===== config.mk =====
export PLATFORM = sky130hd
export DESIGN_NAME = fcvt_float_int
export DESIGN_NICKNAME = d
export VERILOG_FILES = /design/src/rtl/fcvt_float_int.sv
export SDC_FILE = /design/constraint.sdc
export NUM_CORES = 1
export LEC_CHECK = 0
export CORE_ASPECT_RATIO = 1.4
export CORE_MARGIN = 2
export CORE_UTILIZATION = 52
export DETAILED_ROUTE_END_ITERATION = 10
export PLACE_DENSITY = 0.86
export SYNTH_ARGS = -nofsm -noshare
export SYNTH_HDL_FRONTEND = slang
export SYNTH_SLANG_ARGS = --single-unit

===== constraint.sdc =====
create_clock -name clk -period 4 [get_ports clk]
set_input_delay 0.8 -clock clk [delete_from_list [all_inputs] [get_ports clk]]
set_output_delay 0.8 -clock clk [all_outputs]
set_load 0.05 [all_outputs]

===== src/rtl/fcvt_float_int.sv =====
// ============================================================================
// Module      : fcvt_float_int
// Description : Iterative binary32 to 32-bit integer converter (FCVT.W.S / FCVT.WU.S)
// Revision    : 1.0 - initial release
// ============================================================================
`default_nettype none

module fcvt_float_int (
  input  logic        clk,
  input  logic        rst,
  input  logic        start,
  input  logic        is_unsigned,
  input  logic [2:0]  rm,
  input  logic [31:0] operand,
  output logic        busy,
  output logic        done,
  output logic [31:0] result,
  output logic        flag_nv,
  output logic        flag_nx
);

  typedef enum logic [1:0] {
    S_IDLE  = 2'd0,
    S_SHIFT = 2'd1,
    S_ROUND = 2'd2,
    S_DONE  = 2'd3
  } state_t;

  localparam logic [2:0] C_RM_RNE = 3'b000;
  localparam logic [2:0] C_RM_RTZ = 3'b001;
  localparam logic [2:0] C_RM_RDN = 3'b010;
  localparam logic [2:0] C_RM_RUP = 3'b011;
  localparam logic [2:0] C_RM_RMM = 3'b100;

  state_t      state_q, state_d;
  logic        sign_q, sign_d;
  logic        uns_q, uns_d;
  logic [2:0]  rm_q, rm_d;
  logic [32:0] mag_q, mag_d;
  logic        g_q, g_d;
  logic        st_q, st_d;
  logic        left_q, left_d;
  logic [4:0]  nshift_q, nshift_d;
  logic [4:0]  cnt_q, cnt_d;
  logic        nan_q, nan_d;
  logic        sat_q, sat_d;
  logic [31:0] result_q, result_d;
  logic        nv_q, nv_d;
  logic        nx_q, nx_d;

  // Operand unpack and shift-count decode, used only when a start is accepted
  logic [7:0]  w_exp;
  logic [22:0] w_man;
  logic        w_ld_nan, w_ld_sat, w_ld_zero, w_ld_left, w_ld_st;
  logic [7:0]  w_ld_rsh;
  logic [4:0]  w_ld_n;
  logic [32:0] w_ld_mag;

  always_comb begin
    w_exp     = operand[30:23];
    w_man     = operand[22:0];
    w_ld_nan  = (w_exp == 8'hFF) && (w_man != 23'd0);
    // Infinity lands here too: E = 255 means e >= 32
    w_ld_sat  = (w_exp >= 8'd159) && !w_ld_nan;
    w_ld_zero = (w_exp == 8'd0);
    w_ld_left = (w_exp >= 8'd150);
    w_ld_st   = w_ld_zero && (w_man != 23'd0);
    w_ld_rsh  = 8'd150 - w_exp;
    w_ld_n    = 5'd0;
    w_ld_mag  = 33'd0;
    if (!(w_ld_nan || w_ld_sat || w_ld_zero)) begin
      w_ld_mag = {9'd0, 1'b1, w_man};
      if (w_ld_left) begin
        w_ld_n = w_exp[4:0] - 5'd22;
      end else if (w_ld_rsh > 8'd25) begin
        w_ld_n = 5'd25;
      end else begin
        w_ld_n = w_ld_rsh[4:0];
      end
    end
  end

  // Rounding and range check on the fully aligned magnitude
  logic        w_inc;
  logic [32:0] w_r;
  logic [31:0] w_neg;
  logic [31:0] w_sat_val;
  logic        w_ovf;
  logic [31:0] w_rnd_res;
  logic        w_rnd_nv;
  logic        w_rnd_nx;

  always_comb begin
    unique case (rm_q)
      C_RM_RNE: w_inc = g_q & (st_q | mag_q[0]);
      C_RM_RTZ: w_inc = 1'b0;
      C_RM_RDN: w_inc = sign_q & (g_q | st_q);
      C_RM_RUP: w_inc = ~sign_q & (g_q | st_q);
      C_RM_RMM: w_inc = g_q;
      default:  w_inc = 1'b0;
    endcase
    w_r   = mag_q + {32'd0, w_inc};
    w_neg = (~w_r[31:0]) + 32'd1;

    // Every overflow direction clips to the same per-sign/signedness limit
    if (uns_q) begin
      w_sat_val = sign_q ? 32'h0000_0000 : 32'hFFFF_FFFF;
      w_ovf     = sign_q ? (w_r != 33'd0) : w_r[32];
    end else begin
      w_sat_val = sign_q ? 32'h8000_0000 : 32'h7FFF_FFFF;
      w_ovf     = sign_q ? (w_r > 33'h0_8000_0000) : (w_r > 33'h0_7FFF_FFFF);
    end

    if (nan_q) begin
      w_rnd_res = uns_q ? 32'hFFFF_FFFF : 32'h7FFF_FFFF;
      w_rnd_nv  = 1'b1;
    end else if (sat_q || w_ovf) begin
      w_rnd_res = w_sat_val;
      w_rnd_nv  = 1'b1;
    end else begin
      w_rnd_res = (sign_q && !uns_q) ? w_neg : w_r[31:0];
      w_rnd_nv  = 1'b0;
    end
    w_rnd_nx = (g_q | st_q) & ~w_rnd_nv;
  end

  always_comb begin
    state_d  = state_q;
    sign_d   = sign_q;
    uns_d    = uns_q;
    rm_d     = rm_q;
    mag_d    = mag_q;
    g_d      = g_q;
    st_d     = st_q;
    left_d   = left_q;
    nshift_d = nshift_q;
    cnt_d    = cnt_q;
    nan_d    = nan_q;
    sat_d    = sat_q;
    result_d = result_q;
    nv_d     = nv_q;
    nx_d     = nx_q;

    unique case (state_q)
      S_IDLE: begin
        if (start) begin
          sign_d   = operand[31];
          uns_d    = is_unsigned;
          rm_d     = rm;
          mag_d    = w_ld_mag;
          g_d      = 1'b0;
          st_d     = w_ld_st;
          left_d   = w_ld_left;
          nshift_d = w_ld_n;
          cnt_d    = 5'd0;
          nan_d    = w_ld_nan;
          sat_d    = w_ld_sat;
          state_d  = (w_ld_n != 5'd0) ? S_SHIFT : S_ROUND;
        end
      end
      S_SHIFT: begin
        if (left_q) begin
          mag_d = {mag_q[31:0], 1'b0};
        end else begin
          mag_d = {1'b0, mag_q[32:1]};
          g_d   = mag_q[0];
          st_d  = st_q | g_q;
        end
        cnt_d = cnt_q + 5'd1;
        if (cnt_d == nshift_q) begin
          state_d = S_ROUND;
        end
      end
      S_ROUND: begin
        result_d = w_rnd_res;
        nv_d     = w_rnd_nv;
        nx_d     = w_rnd_nx;
        state_d  = S_DONE;
      end
      S_DONE: begin
        state_d = S_IDLE;
      end
      default: begin
        state_d = S_IDLE;
      end
    endcase
  end

  always_ff @(posedge clk) begin
    if (rst) begin
      state_q  <= S_IDLE;
      sign_q   <= 1'b0;
      uns_q    <= 1'b0;
      rm_q     <= 3'd0;
      mag_q    <= 33'd0;
      g_q      <= 1'b0;
      st_q     <= 1'b0;
      left_q   <= 1'b0;
      nshift_q <= 5'd0;
      cnt_q    <= 5'd0;
      nan_q    <= 1'b0;
      sat_q    <= 1'b0;
      result_q <= 32'd0;
      nv_q     <= 1'b0;
      nx_q     <= 1'b0;
    end else begin
      state_q  <= state_d;
      sign_q   <= sign_d;
      uns_q    <= uns_d;
      rm_q     <= rm_d;
      mag_q    <= mag_d;
      g_q      <= g_d;
      st_q     <= st_d;
      left_q   <= left_d;
      nshift_q <= nshift_d;
      cnt_q    <= cnt_d;
      nan_q    <= nan_d;
      sat_q    <= sat_d;
      result_q <= result_d;
      nv_q     <= nv_d;
      nx_q     <= nx_d;
    end
  end

  assign busy    = (state_q == S_SHIFT) || (state_q == S_ROUND);
  assign done    = (state_q == S_DONE);
  assign result  = result_q;
  assign flag_nv = nv_q;
  assign flag_nx = nx_q;

endmodule

`default_nettype wire

=== Word level (Yosys, flattened, before mapping) ===
Cells that the tools add are included.

* Add/subtract/negate cells: 5
* $mul: 0
* Divide/modulo/power cells: 0
* Magnitude comparators: 5
* Equal/unequal tests: 11
* Shift-type cells: 0
* Multiplexer cells: 32
* Bitwise operators: 9
* Reductions and logical operators: 21

{| class="wikitable"
|+ Operator list
! kind !! number
|-
| 32-bit 2-to-1 mux || 7
|-
| 33-bit 2-to-1 mux || 2
|-
| 33-bit one-hot mux with 2 select lines || 1
|-
| 33-bit by 1-bit adder with 33-bit output || 1
|-
| 33-bit by 31-bit greater-than comparator with 1-bit output, second input constant || 1
|-
| 33-bit by 32-bit greater-than comparator with 1-bit output, second input constant || 1
|-
| 33-bit nonzero test || 1
|-
| 32-bit by 1-bit adder with 32-bit output, second input constant || 1
|-
| 32-bit NOT || 1
|-
| 24-bit 2-to-1 mux || 1
|-
| 23-bit nonzero test || 1
|-
| 5-bit 2-to-1 mux || 4
|-
| 8-bit >= comparator, second input constant || 2
|-
| 5-bit one-hot mux with 2 select lines || 1
|-
| 1-bit 2-to-1 mux || 9
|-
| 8-bit == test, second input constant || 1
|-
| 8-bit by 5-bit greater-than comparator with 1-bit output, second input constant || 1
|-
| 8-bit logical NOT || 1
|-
| 2-bit one-hot mux with 4 select lines || 1
|-
| 8-bit subtractor, first input constant || 1
|-
| 3-bit by 2-bit == test with 1-bit output, second input constant || 2
|-
| 2-bit 2-to-1 mux || 3
|-
| 2-bit inequality test, second input constant || 3
|-
| 2-bit AND reduction || 3
|-
| 19 further kinds || 33
|}

* Register bits: 89
* Latch bits: 0
* Bits in writable memories: 0
* Memory bits (read-only): 0
* Bits of input ports: 39
* Word-level logic and storage cells: 98
* Memories: 0

=== Logic depth before layout (Yosys ltp) ===
* Depth after elaboration: 12
* Depth in mapped cells: 17
* Gate-level depth less buffers: 16

=== Least setup slack after synthesis ===
Ideal clock, no wire load.

* Path type: flip-flop to flip-flop
* Start point: reg mag_q[0]
* End point: reg result_q[12] (netlist: result[12])
* Library setup time: 0.124 ns
* Arrival time: 3.638 ns
* Data required time: 3.876 ns
* Path slack: 0.238 ns
* Cell stages (with the launch flop): 17
* Path buffers: 2
* Cells stage by stage: dfxtp_1 > o31ai_1 > nor3_1 > o22a_1 > ha_1 > ha_1 > buf_2 > nand3_1 > nor4_1 > or4_1 > a211oi_2 > nand4_1 > o41ai_2 > a41o_2 > o2111a_2 > buf_4 > a211oi_2

* Cells in the longest elaborated chain, start to end: 10

{| class="wikitable"
|+ RTL lines
! item !! RTL line !! RTL
|-
| from (decl) || 39 || <nowiki>logic [32:0] mag_q, mag_d;</nowiki>
|-
| from (signal assigned) || 211 || <nowiki>mag_q <= mag_d;</nowiki>
|-
| 1-bit OR || 95 || <nowiki>C_RM_RNE: w_inc = g_q & (st_q | mag_q[0]);</nowiki>
|-
| 1-bit AND || 95 ||
|-
| 1-bit one-hot mux with 4 select lines || 94 || <nowiki>unique case (rm_q)</nowiki>
|-
| 33-bit by 1-bit adder with 33-bit output (*) || 102 || <nowiki>w_r = mag_q + {32'd0, w_inc};</nowiki>
|-
| 33-bit by 31-bit greater-than comparator with 1-bit output (tied with other cells) || 111 || <nowiki>w_ovf = sign_q ? (w_r > 33'h0_8000_0000) : (w_r > 33'h0_7FFF_FFFF);</nowiki>
|-
| 1-bit 2-to-1 mux (on tied branches) || 111, 108 ||
|-
| 1-bit 2-to-1 mux || 106 || <nowiki>if (uns_q) begin</nowiki>
|-
| 1-bit logical OR || 117 || <nowiki>end else if (sat_q || w_ovf) begin</nowiki>
|-
| 32-bit 2-to-1 mux (*) || 117 ||
|-
| 32-bit 2-to-1 mux (*) || 114 || <nowiki>if (nan_q) begin</nowiki>
|-
| to (signal assigned) || 219 || <nowiki>result_q <= result_d;</nowiki>
|-
| to (decl) || 47 || <nowiki>logic [31:0] result_q, result_d;</nowiki>
|}

Every way passes the cells marked *; elsewhere a longest branch is shown, timed or not.
A chain may end at the register's enable or synchronous reset.

=== Final worst setup path ===
* Start point: reg rm_q[0]
* End point: reg result_q[18] (netlist: result[18])

* Cells in the longest elaborated chain, start to end: 9

{| class="wikitable"
|+ RTL lines
! item !! RTL line !! RTL
|-
| from (decl) || 38 || <nowiki>logic [2:0] rm_q, rm_d;</nowiki>
|-
| from (signal assigned) || 210 || <nowiki>rm_q <= rm_d;</nowiki>
|-
| 3-bit == test (tied with other cells) || 94 ||
|-
| 1-bit one-hot mux with 4 select lines (*) || 94 ||
|-
| 33-bit by 1-bit adder with 33-bit output (*) || 102 ||
|-
| 33-bit by 31-bit greater-than comparator with 1-bit output (tied with other cells) || 111 ||
|-
| 1-bit 2-to-1 mux (on tied branches) || 111, 108 ||
|-
| 1-bit 2-to-1 mux || 106 ||
|-
| 1-bit logical OR || 117 ||
|-
| 32-bit 2-to-1 mux (*) || 117 ||
|-
| 32-bit 2-to-1 mux (*) || 114 ||
|}

Marks and branches as above.

==> metrics.csv <==
metric,value,unit
status,completed,
grt_pass1_wl,31.2,mm
max_cap_violations,0,
nFillCells,1052,
first_pass_iters,8,
synth_edf_count,0,
cp_slowest_cell,a2111oi_2,
ir_drop,432,µV
grt_setup_unrepaired,yes,
slew_headroom,0.193,
path_depth,17,
coreArea,0.0127,mm²
synth.distinct_cells,72,
design.die.area,0.0138,mm²
die_x,99.9,µm
switching_power,2.58,mW
reg2reg_setup_slack,0.18,ns
r2r-start,rm_q[0],
cp.required,4.22,ns
pwr-share-clk,0.161,
crit_path_end_kind,flop,
postLayoutCoreUtil,0.641,
power_frac_comb,0.565,
intPower,2.87,mW
startpoint_type,flop,
max_freq,262,MHz
postRouteAntennaNets,0,
ys_async_sr_fraction,0,
drt_wl_total,19.2,mm
drt_iter0_drc,412,
worstSetupEndpoint,result[18],
path_class,flop to flop,
portBuffers,74,
crit_path_max_fanout,18,
ys_seq_area_frac,0.266,
ys.flop_type,dfxtp_1,
hold_viol,0,
period_share,0.955,
antenna_found_initial,0,
setup_tns,0,ns
synth_top_cell_by_area,dfxtp_1,
path_cells,xnor2_1 > nor3b_2 > o22a_1 > ha_2 > ha_2 > and3_2 > nand2_2 > buf_4 > nor4_4 > xnor2_2 > a2111oi_2 > a41oi_1 > o21a_1 > o21ai_2 > a21o_1 > buf_12 > a211oi_2,
drive_gt1_frac,0.169,
path_delay_family,compound AO/OA/AOI/OAI gates,
syn_area,0.00669,mm²
p_sw_frac,0.473,
clock_skew,0.0120,ns
drc,0,
wire_per_inst,17.9,µm
synth.most_common_cell,nor2_1,
worst-slew-pin-transition,1.21,ns
cts_hold_buffers,0,
yosysTopAreaCellShare,0.266,
start_util,0.527,
areaGrowthSynthToFinish,21.5,%
avgViaCountPerCell,6.27,
synth_common_cells,"115 x nor2_1, 89 x dfxtp_1, 63 x nand2_1",
cp_slowest_stage_delay,0.45,ns
min_path_type,flop to flop,
crit_start,rm_q[0],
cts_root_buf,clkbuf_16,
syn_avg_cell_area,7.93,µm²
power-per-cell-area,669,mW/mm²
hpwl,14.0,mm
gp_congestion,0.992,
antennaDiodeCount,0,
h-tree-depth,3,
clk_pin_slew,0.07,ns
cts_max_path_buffers,2,
slew_viol_final,0,
period_needed,3.82,ns
finalPower,5.44,mW
power_frac_seq,0.274,
cts_buffers,9,
grt_max_degree,42,
p_leak,2.82,nW
syn-instance-count,844,
vias,6711,
grt-ovfl-total,0,
synth_seq_cells,89,
timing.rr.end,result[18],
critical_path_buf_inv_count,2,
cts.sinks,89,
pin_count,75,
nets,971,
rows,49,
gr-usage-all-layers,0.273,
grt_pass1_vias,6420,
crit_top_cell,ha_2,
final-setup-viol-count,0,
synth_nets,903,
arrival,4.04,ns
cts_tree,built,
reg2reg_depth,17,
clk_latency,0.35,ns
yosys-top-cells-area,"dfxtp_1 27%, nor2_1 6.4%, xnor2_1 6.3%, a211oi_2 5.8%, ha_1 3.7%",
ys.warnings.count,0,
dieHeight,138,µm
==> timing repair <==
action / 4_1_cts / 5_1_grt
buffers inserted: 0 / 0
gates resized for setup: 3 / 22
pin swaps: 0 / 4
endpoints found under the setup margin: 34 / 34
hold endpoints to repair: 0 / 0
==> power groups by stage <==
stage | sequential, mW | combinational [mW] | clock (mW)
finish | 1.49 | 3.07 | 0.877
global route | 1.52 | 3.33 | 0.914
CTS | 1.48 | 3.02 | 0.882
detailed placement | 1.50 | 2.99 | 0
global placement | 1.48 | 2.94 | 0
floorplan | 1.75 | 1.91 | 0
==> metal layers <==
metal	vias to the layer above	GRT usage	share of wire
met4	0	0.141	0.046
li1	3236	-	-
met3	61	0.0364	0.055
met2	294	0.468	0.50
met1	3120	0.330	0.39
met5	-	0	0
==> worst min path at each step <==
stage	startpoint	to	slack [ns]	cells after the start
floorplan	rm_q[1]	rm_q[1]	0.44	2
global placement	nshift_q[4]	nshift_q[4]	0.46	2
detailed placement	nshift_q[3]	nshift_q[3]	0.47	2
CTS	nshift_q[3]	nshift_q[3]	0.48	2
global route	nshift_q[4]	nshift_q[4]	0.51	2
finish	rm_q[1]	rm_q[1]	0.48	2
==> worst register-to-register path, cell delays in order, from the launching register on <==
cell       delay [ns]
dfxtp_1          0.34
xnor2_1          0.14
nor3b_2          0.15
o22a_1           0.16
ha_2             0.23
ha_2             0.24
and3_2           0.24
nand2_2          0.12
buf_4            0.20
nor4_4           0.27
xnor2_2          0.15
a2111oi_2        0.45
a41oi_1          0.17
o21a_1           0.16
o21ai_2          0.17
a21o_1           0.25
buf_12           0.21
a211oi_2         0.05
==> cells by family after synthesis <==
logic type | count (synthesis) | share of synthesized area
compound gates | 199 | 0.231
xor+xnor | 65 | 0.0850
fa+ha+maj | 20 | 0.0374
buf+inv | 87 | 0.0611
flops | 89 | 0.266
mux | 32 | 0.0516
simple gates | 352 | 0.267
==> state kept, by name, indices dropped and copies added, names as in the netlist, 2 cells and up <==
name and flops:
cnt_q 5, mag_q 33, nshift_q 5, result 32, rm_q 3, state_q 2
==> layout by cell type, fill, tap and decap left out, types with 15 or more instances in the layout <==
cell type	count
xnor2_1	47
inv_1	20
mux2_2	20
nor3_1	43
nand2_1	62
buf_4	46
nor2_1	113
a221oi_1	23
nand3_1	22
dfxtp_1	89
xor2_1	17
a211oi_2	31
nor4_1	17
clkdlybuf4s50_1	73
a21oi_1	35
ha_1	18
nand4_1	15
o21ai_0	33
==> through the flow <==
| step | hold slack (ns) | cells | cell area, µm² | setup slack (ns) |
|---|---|---|---|---|
| final | 0.481 | 1070 | 8130 | 0.180 |
| after global routing | 0.513 | 1070 | 8130 | -0.0462 |
| after CTS | 0.482 | 1070 | 8030 | 0.0507 |
| after detailed placement | 0.472 | 1054 | 7710 | -0.116 |
| after global placement | 0.463 | 1054 | 7710 | -0.0450 |
| after floorplan | 0.445 | 844 | 6690 | 0.238 |
==> cell type report <==
| cell class | count | area [µm²] | share of cell area |
|---|---|---|---|
| multi-input combinational | 668 | 4620 | 0.568 |
| sequential | 89 | 1780 | 0.219 |
| timing repair buffer | 124 | 1160 | 0.143 |
| clock buffer | 10 | 239 | 0.0294 |
| tap | 153 | 191 | 0.0235 |
| inverter | 20 | 75.1 | 0.00923 |
| clock inverter | 6 | 65.1 | 0.00800 |
Note: power is estimated with default switching activity, not from simulation.
